===== src/rtl/line_cmd_queue.sv =====
// MMIO command queue feeding the line engine: staging registers, a DEPTH-entry
// command FIFO and a strobe sequencer. Define LQ_COLOR_SKIP_EN to skip repeated colors.
module line_cmd_queue #(
  parameter int DEPTH = 4,
  parameter int PTR_W = 2
) (
  input  logic             clk,
  input  logic             rst,
  input  logic             cmd_we,
  input  logic [2:0]       cmd_addr,
  input  logic [31:0]      cmd_data,
  output logic [PTR_W:0]   lq_count,
  output logic             lq_full,
  output logic             lq_busy,
  output logic             lq_overflow,
  input  logic             LE_ready,
  output logic [31:0]      LE_color,
  output logic [9:0]       LE_point,
  output logic             LE_color_valid,
  output logic             LE_x0_valid,
  output logic             LE_y0_valid,
  output logic             LE_x1_valid,
  output logic             LE_y1_valid,
  output logic             LE_trigger
);

  typedef struct packed {
    logic [31:0] color;
    logic [9:0]  x0;
    logic [9:0]  y0;
    logic [9:0]  x1;
    logic [9:0]  y1;
  } cmd_t;

  typedef enum logic [3:0] {
    IDLE, S_COL, S_X0, S_Y0, S_X1, S_Y1, TRIG, SETTLE, WAIT
  } state_t;

  state_t            state_q, state_d;
  cmd_t              stage_q;
  cmd_t              hold_q;
  cmd_t              mem_q [DEPTH];
  cmd_t              head;
  logic [PTR_W-1:0]  wr_ptr_q, rd_ptr_q;
  logic [PTR_W:0]    count_q;
  logic              overflow_q;
  logic              goWr, clrWr, fifoEmpty, fifoFull, push, pop, skipColor;

  assign goWr      = cmd_we && (cmd_addr == 3'd5);
  assign clrWr     = cmd_we && (cmd_addr == 3'd6);
  assign fifoEmpty = (count_q == '0);
  assign fifoFull  = (count_q == (PTR_W+1)'(DEPTH));
  assign head      = mem_q[rd_ptr_q];
  assign pop       = (state_q == IDLE) && !fifoEmpty && LE_ready;
  // A GO into a full queue still lands if the sequencer frees a slot on the same edge.
  assign push      = goWr && (!fifoFull || pop);

  always_ff @(posedge clk or negedge rst) begin
    if (!rst) begin
      stage_q <= '0;
    end else if (cmd_we) begin
      case (cmd_addr)
        3'd0:    stage_q.color <= cmd_data;
        3'd1:    stage_q.x0    <= cmd_data[9:0];
        3'd2:    stage_q.y0    <= cmd_data[9:0];
        3'd3:    stage_q.x1    <= cmd_data[9:0];
        3'd4:    stage_q.y1    <= cmd_data[9:0];
        default: ;
      endcase
    end
  end

  always_ff @(posedge clk) begin
    if (push) begin
      mem_q[wr_ptr_q] <= stage_q;
    end
  end

  always_ff @(posedge clk or negedge rst) begin
    if (!rst) begin
      wr_ptr_q   <= '0;
      rd_ptr_q   <= '0;
      count_q    <= '0;
      overflow_q <= 1'b0;
      hold_q     <= '0;
    end else begin
      if (push) begin
        wr_ptr_q <= wr_ptr_q + PTR_W'(1);
      end
      if (pop) begin
        rd_ptr_q <= rd_ptr_q + PTR_W'(1);
        hold_q   <= head;
      end
      case ({push, pop})
        2'b10:   count_q <= count_q + (PTR_W+1)'(1);
        2'b01:   count_q <= count_q - (PTR_W+1)'(1);
        default: ;
      endcase
      if (goWr && fifoFull && !pop) begin
        overflow_q <= 1'b1;
      end else if (clrWr) begin
        overflow_q <= 1'b0;
      end
    end
  end

`ifdef LQ_COLOR_SKIP_EN
  logic [31:0] last_color_q;
  logic        color_sent_q;

  always_ff @(posedge clk or negedge rst) begin
    if (!rst) begin
      last_color_q <= '0;
      color_sent_q <= 1'b0;
    end else if (state_q == S_COL) begin
      last_color_q <= hold_q.color;
      color_sent_q <= 1'b1;
    end
  end

  assign skipColor = color_sent_q && (head.color == last_color_q);
`else
  assign skipColor = 1'b0;
`endif

  always_ff @(posedge clk or negedge rst) begin
    if (!rst) begin
      state_q <= IDLE;
    end else begin
      state_q <= state_d;
    end
  end

  // Output strobes depend only on state_q and hold_q, never on live inputs.
  always_comb begin
    state_d        = state_q;
    LE_point       = '0;
    LE_color_valid = 1'b0;
    LE_x0_valid    = 1'b0;
    LE_y0_valid    = 1'b0;
    LE_x1_valid    = 1'b0;
    LE_y1_valid    = 1'b0;
    LE_trigger     = 1'b0;
    case (state_q)
      IDLE:   if (pop) state_d = skipColor ? S_X0 : S_COL;
      S_COL: begin
        LE_color_valid = 1'b1;
        state_d        = S_X0;
      end
      S_X0: begin
        LE_point    = hold_q.x0;
        LE_x0_valid = 1'b1;
        state_d     = S_Y0;
      end
      S_Y0: begin
        LE_point    = hold_q.y0;
        LE_y0_valid = 1'b1;
        state_d     = S_X1;
      end
      S_X1: begin
        LE_point    = hold_q.x1;
        LE_x1_valid = 1'b1;
        state_d     = S_Y1;
      end
      S_Y1: begin
        LE_point    = hold_q.y1;
        LE_y1_valid = 1'b1;
        state_d     = TRIG;
      end
      TRIG: begin
        LE_trigger = 1'b1;
        state_d    = SETTLE;
      end
      SETTLE: state_d = WAIT;
      WAIT:   if (LE_ready) state_d = IDLE;
      default: state_d = IDLE;
    endcase
  end

  assign LE_color    = hold_q.color;
  assign lq_count    = count_q;
  assign lq_full     = fifoFull;
  assign lq_busy     = !fifoEmpty || (state_q != IDLE);
  assign lq_overflow = overflow_q;

endmodule


===== config.mk =====
export PLATFORM = sky130hd
export DESIGN_NAME = line_cmd_queue
export DESIGN_NICKNAME = d
export VERILOG_FILES = /design/src/rtl/line_cmd_queue.sv
export SDC_FILE = /design/constraint.sdc
export NUM_CORES = 1
export LEC_CHECK = 0
export ABC_AREA = 1
export CORE_MARGIN = 2
export CORE_UTILIZATION = 56
export DETAILED_ROUTE_END_ITERATION = 12
export GPL_TIMING_DRIVEN = 0
export PLACE_DENSITY_LB_ADDON = 0.15
export SLEW_MARGIN = 20
export SYNTH_ARGS = -nofsm -noshare
export SYNTH_HDL_FRONTEND = slang
export SYNTH_SLANG_ARGS = --single-unit

===== constraint.sdc =====
create_clock -name clk -period 5.5 [get_ports clk]
set_input_delay 1.1 -clock clk [delete_from_list [all_inputs] [get_ports clk]]
set_output_delay 1.1 -clock clk [all_outputs]
set_load 0.02 [all_outputs]

# After elaboration in Yosys (flattened, before gate mapping)
# Memories as Yosys holds them, arrays and structs flattened. A register that Yosys moved wholly into a read port is not among the register bits.
# Index checks and enable logic that the tools add are counted.
[word_totals]
reg_bits = 84
mem_bits_rw = 288
input_bits = 39
out_inout_bits = 54
elab_cells = 74
memories = 1
[mem_list]
columns = ["memory", "words", "word_bits", "read_ports", "rd_clocked_by_memory_dff", "write_ports", "line", "text"]
rows = [
  ["mem_q", 4, 72, 1, 1, 1, "42", "cmd_t mem_q [DEPTH];"],
]
[op_classes]
addsub = 4
n_eq_ne = 19
muxes = 15
n_reduce_logical = 25
[op_table]
columns = ["cell", "count"]
rows = [
  ["10-bit one-hot mux with 4 select lines", 1],
  ["4-bit one-hot mux with 9 select lines", 1],
  ["4-bit by 3-bit equality test with 1-bit output, second input constant", 4],
  ["3-bit equality test, second input constant", 4],
  ["2-bit AND reduction", 6],
  ["1-bit two-way mux", 10],
  ["4-bit by 2-bit equality test with 1-bit output, second input constant", 2],
  ["4-bit two-way mux", 2],
  ["1-bit logical AND", 7],
  ["3-bit by 2-bit equality test with 1-bit output, second input constant", 2],
  ["3-bit zero test", 2],
  ["3-bit one-hot mux with 2 select lines", 1],
  ["2-bit by 1-bit adder with 2-bit output, second input constant", 2],
  ["4-bit by 1-bit equality test with 1-bit output, second input constant", 1],
  ["4-bit equality test, second input constant", 1],
  ["1-bit zero test", 4],
  ["4-bit zero test", 1],
  ["2-bit != test, second input constant", 2],
  ["2-bit nonzero test", 2],
  ["4-bit nonzero test", 1],
  ["3-bit by 1-bit adder with 3-bit output, second input constant", 1],
  ["3-bit by 1-bit equality test with 1-bit output, second input constant", 1],
  ["3-bit by 1-bit subtractor with 3-bit output, second input constant", 1],
  ["2-bit by 1-bit equality test with 1-bit output, second input constant", 1],
  ["other kinds (2)", 3],
]

# Depth between registers and ports, before layout
[logic_depth]
word_depth = 8
depth_mapped = 10
ltp_nobuf = 10

# Least setup slack after synthesis
# OpenSTA, ideal clock, no wires.
[synth_timing]
kind = "in2reg"
from = "in cmd_addr[0]"
to = "mem mem_q[0][0] (netlist name), enable pin"
setup_ns = 0.503
arrival_time_ns = 4.604
required_ns = 4.997
slack_ns = 0.393
cell_stages = 6
path_buffers = 0
cell_sequence = "inv_1 -> nor2_1 -> nand2_1 -> inv_1 -> nand2_1 -> nor2_1"
[synth_via]
elab_chain_len = 5
[synth_rtl]
columns = ["element", "line", "text"]
rows = [
  ["from (decl)", "10", "input logic [2:0] cmd_addr,"],
  ["3-bit equality test", "49", "assign goWr = cmd_we && (cmd_addr == 3'd5);"],
  ["1-bit logical AND", "49", ""],
  ["1-bit logical AND", "56", "assign push = goWr && (!fifoFull || pop);"],
  ["1-bit two-way mux", "74", "if (push) begin"],
  ["1-bit two-way mux (implied by the code)", "75", "mem_q[wr_ptr_q] <= stage_q;"],
  ["to (decl)", "42", ""],
]
# No other way between the ends.

# Worst setup path after layout
[layout_timing]
from = "reg state_q[3]"
to = "out LE_point[8]"
[layout_via]
elab_chain_len = 2
elab_cells_between_ends = 5
cone_classes = "eq/ne: 4; mux: 1"
[layout_rtl]
columns = ["element", "line", "text"]
rows = [
  ["from (decl)", "39", "state_t state_q, state_d;"],
  ["from (signal assigned)", "130", "state_q <= state_d;"],
  ["4-bit by 3-bit equality test with 1-bit output or 4-bit by 2-bit equality test with 1-bit output (tied branches)", "144", "case (state_q)"],
  ["10-bit one-hot mux with 4 select lines (*)", "144", ""],
  ["to (decl)", "18", "output logic [9:0] LE_point,"],
]
# Mark *: on every way between the ends. The rest lies on a longest branch, timed or not.

==> results.md <==
* CP max FO at 10
* CTS tree: built
* Core footprint at 30300 µm²
* Initial antenna violation count at 0
* Crit path DAT at around 2.7 ns
* Num CTS Buffers at 44
* Rel. slew slack at 0.567
* Most area-consuming cells after synthesis: edfxtp_1, dfrtp_1, nor2_1, o21ai_0, nand2_1
* DP HPWL at about 26000 µm
* DR DRC count at 0
* Cells after Synth at 1393
* Status: finished clean
* Vias/cell at 5.57
* Overall die height at 179 µm
* Slew @ Worst Pin at 0.649 ns
* Clock buffer depth at 3
* Final Cycle Share at 0.694
* CP Launch Type: flip-flop
* Worst Skew at 0.0119 ns
* Pin count of the biggest net entering global routing at a little over 90
* Yosys top cell area share at 0.504
* Post-CTS Setup Bufs at 0
* Area after DPL at 19000 µm²
* Post-synth ARST share at 0.351
* First-pass GRT wire length at 60900 µm
* R2r setup slk at roughly 2.5 ns
* Number of flops mapped to enable cells by yosys at approximately 290
* Final setup viols at 0
* CTS Hold Bufs at 0
* Nets at 1591
* Yosys warns at 0
* CP required at 4.40 ns
* RSZ-0062 raised after global routing: false
* Fin Hold WS at roughly 0.49 ns
* Fillcell total at 2234
* # diodes at 0
* Routability Congestion at 0.803
* Area growth, synth to finish at 19.6%
* Number of I/O port buffers at between 90 and 100
* Register area share after synthesis at 0.731
* # resized after CTS at 0
* Fin. Hold Viols at 0
* FP Rows at 64
* Wire per inst at 20.4 µm
* CP endpoint kind: output port
* Synthesized cell area at 17200 µm²
* Drt total wl at 40400 µm
* Count of unique library cells instantiated by Yosys at 33
* CTS root buf: clkbuf_16
* Number of global-route vias before repair at 10811
* Util after Layout at 0.676
* Slowest-stage cell, CP: clkdlybuf4s50_1
* Fin crit period at 3.82 ns
* Post-route cell area at 20500 µm²
* Total power at 11.0 mW
* Most frequent cells after synthesis: nor2_1, edfxtp_1, o21ai_0, dfrtp_1, nand2_1
* Synth area leader: edfxtp_1
* Latest clock arrival within the worst-skew pair at roughly 0.54 ns
* Maximum clock rate at between 200 and 300 MHz
* Worst min-delay path class: flip-flop to flip-flop
* Clk pin slew, worst setup/hold paths at ~0.060 ns
* Die X at 179 µm
* Initial Utilization at 0.566
* LEAKAGE at roughly 7.7 nW
* Pwr Density at between 500 and 600 nW/µm²
* Syn Nets at ~1400
* Post-route antenna net violation count at 0
* Number of H-tree levels at 2
* 1st-iter DRT viols at 1001
* Clk sink count at 444
* Ys flop type: edfxtp_1
* Register bit total from synthesis at ~440
* Total number of vias at approximately 11000
* Pre-Repair DR Iteration Count at 6
* CP Class: flip-flop to output port
* Die area at 32100 µm²
* Max-cap violations at 0
* Max-slew violations at 0
* CP bufs+invs at 2
* Slowest stage delay, CP at approximately 0.67 ns
* Top-level port count at 93
* Global route overflow at 0
* Count leader, synth: nor2_1
* IR drop worst, VDD at 289 µV
* Avg Cell Area, Syn at ~12 µm²
* Crit path cell chain: nor2_2, nand3_1, clkbuf_1, o2111ai_1, clkdlybuf4s50_1
* Layout cells sized above 1 at 0.119
* Delay-heaviest family, CP: buffers and inverters
* Total GRT Usage at 0.257
==> report_power, final <==
part           leakage (nW)  switching [mW]  internal (mW)  total, mW
registers              4.48           0.392           4.15       4.54
clock network         0.734            1.22           1.87       3.09
logic                  2.52            2.04           1.31       3.35
==> logic make-up (layout without fill, tap and decap cells) <==
family	count (synthesis)	in the layout	share of synthesized area
AND/OR/NAND/NOR	450	450	0.102
buffers and inverters	164	354	0.0502
AO/OA/AOI/OAI	305	305	0.0967
multiplexers	22	22	0.0144
XOR/XNOR	3	3	0.00153
flip-flops	444	444	0.731
adder cells (fa/ha/maj)	5	5	0.00408
==> state kept, by name (all words and copies together) (netlist names) <==
signal / count
stage_q: 72
hold_q: 40
lq_overflow: 1
wr_ptr_q: 2
rd_ptr_q: 2
lq_count: 3
mem_q: 288
state_q: 4
LE_color: 32
==> final timing paths <==
path / from / cells after the start / endpoint
max: state_q[3]$_DFFE_PN0P_ / 5 / LE_point[8]
min: lq_count[0]$_DFFE_PN0P_ / 1 / lq_count[0]$_DFFE_PN0P_
max reg2reg: state_q[3]$_DFFE_PN0P_ / 10 / mem_q[0][54]$_DFFE_PP_
min reg2reg: lq_count[0]$_DFFE_PN0P_ / 1 / lq_count[0]$_DFFE_PN0P_
max in group asynchronous: rst / 2 / stage_q[27]$_DFFE_PN0P_
min in group asynchronous: rst / 1 / stage_q[65]$_DFFE_PN0P_
==> placed cells by master, fill, tap and decap left out, types with 2 or more instances in the layout <==
| cell | Yosys | layout |
|---|---|---|
| clkbuf_16 | 0 | 45 |
| a31oi_1 | 54 | 54 |
| buf_4 | 36 | 36 |
| clkbuf_1 | 34 | 49 |
| inv_2 | 2 | 2 |
| nand2_1 | 103 | 103 |
| a31oi_2 | 2 | 2 |
| xor2_1 | 3 | 3 |
| dfrtp_1 | 156 | 156 |
| nor3_1 | 3 | 3 |
| ha_1 | 4 | 4 |
| nand3_1 | 10 | 10 |
| inv_1 | 51 | 51 |
| buf_16 | 0 | 11 |
| nand4_1 | 3 | 3 |
| clkdlybuf4s50_1 | 0 | 91 |
| buf_8 | 7 | 9 |
| buf_1 | 6 | 6 |
| edfxtp_1 | 288 | 288 |
| o22ai_1 | 19 | 19 |
| mux2_2 | 22 | 22 |
| buf_2 | 25 | 25 |
| bufinv_16 | 0 | 5 |
| clkbuf_8 | 0 | 9 |
| buf_12 | 0 | 4 |
| a21oi_1 | 4 | 4 |
| o2111ai_1 | 7 | 7 |
| clkinv_2 | 1 | 4 |
| o21ai_0 | 218 | 218 |
| inv_6 | 0 | 2 |
| clkinv_1 | 2 | 3 |
| nor2_1 | 324 | 320 |
| nor2_4 | 2 | 6 |
==> worst reg2reg max path: stages, from the launching register on <==
cell     delay, ns
dfrtp_1       0.45
nor2_2        0.20
nand2_2       0.11
nor2_4        0.13
nand2_4       0.09
nand2_1       0.18
nand2_1       0.32
nor2_4        0.59
buf_16        0.24
buf_16        0.20
buf_16        0.19
==> stage by stage <==
stage	instances	setup WS (ns)	TNS, ns
6_report	1979	1.68	0
5_1_grt	1979	1.62	0
4_1_cts	1979	1.71	0
3_5_place_dp	1897	1.37	0
3_3_place_gp	1881	-3.67	-1455.16
2_1_floorplan	1393	0.393	0
==> area by class of cell <==
class	instances	area [µm²]	area share
Inverter	56	211	0.0103
Buffer	108	651	0.0317
Clock inverter	13	203	0.00988
Clock buffer	69	1310	0.0637
Multi-Input combinational cell	785	3780	0.184
Timing Repair Buffer	108	1320	0.0645
Sequential cell	444	12600	0.612
Tap cell	396	495	0.0241
==> per-layer routing <==
| layer | routed length, µm | vias up | global-route usage | part of all wire |
|---|---|---|---|---|
| li1 | - | 5134 | - | - |
| met1 | 16500 | 5341 | 0.353 | 0.41 |
| met2 | 19300 | 448 | 0.413 | 0.48 |
| met3 | 3190 | 98 | 0.0490 | 0.079 |
| met4 | 1370 | 0 | 0.0976 | 0.034 |
| met5 | 0 | - | 0 | 0 |
Note: power is estimated with default switching activity, not from simulation.
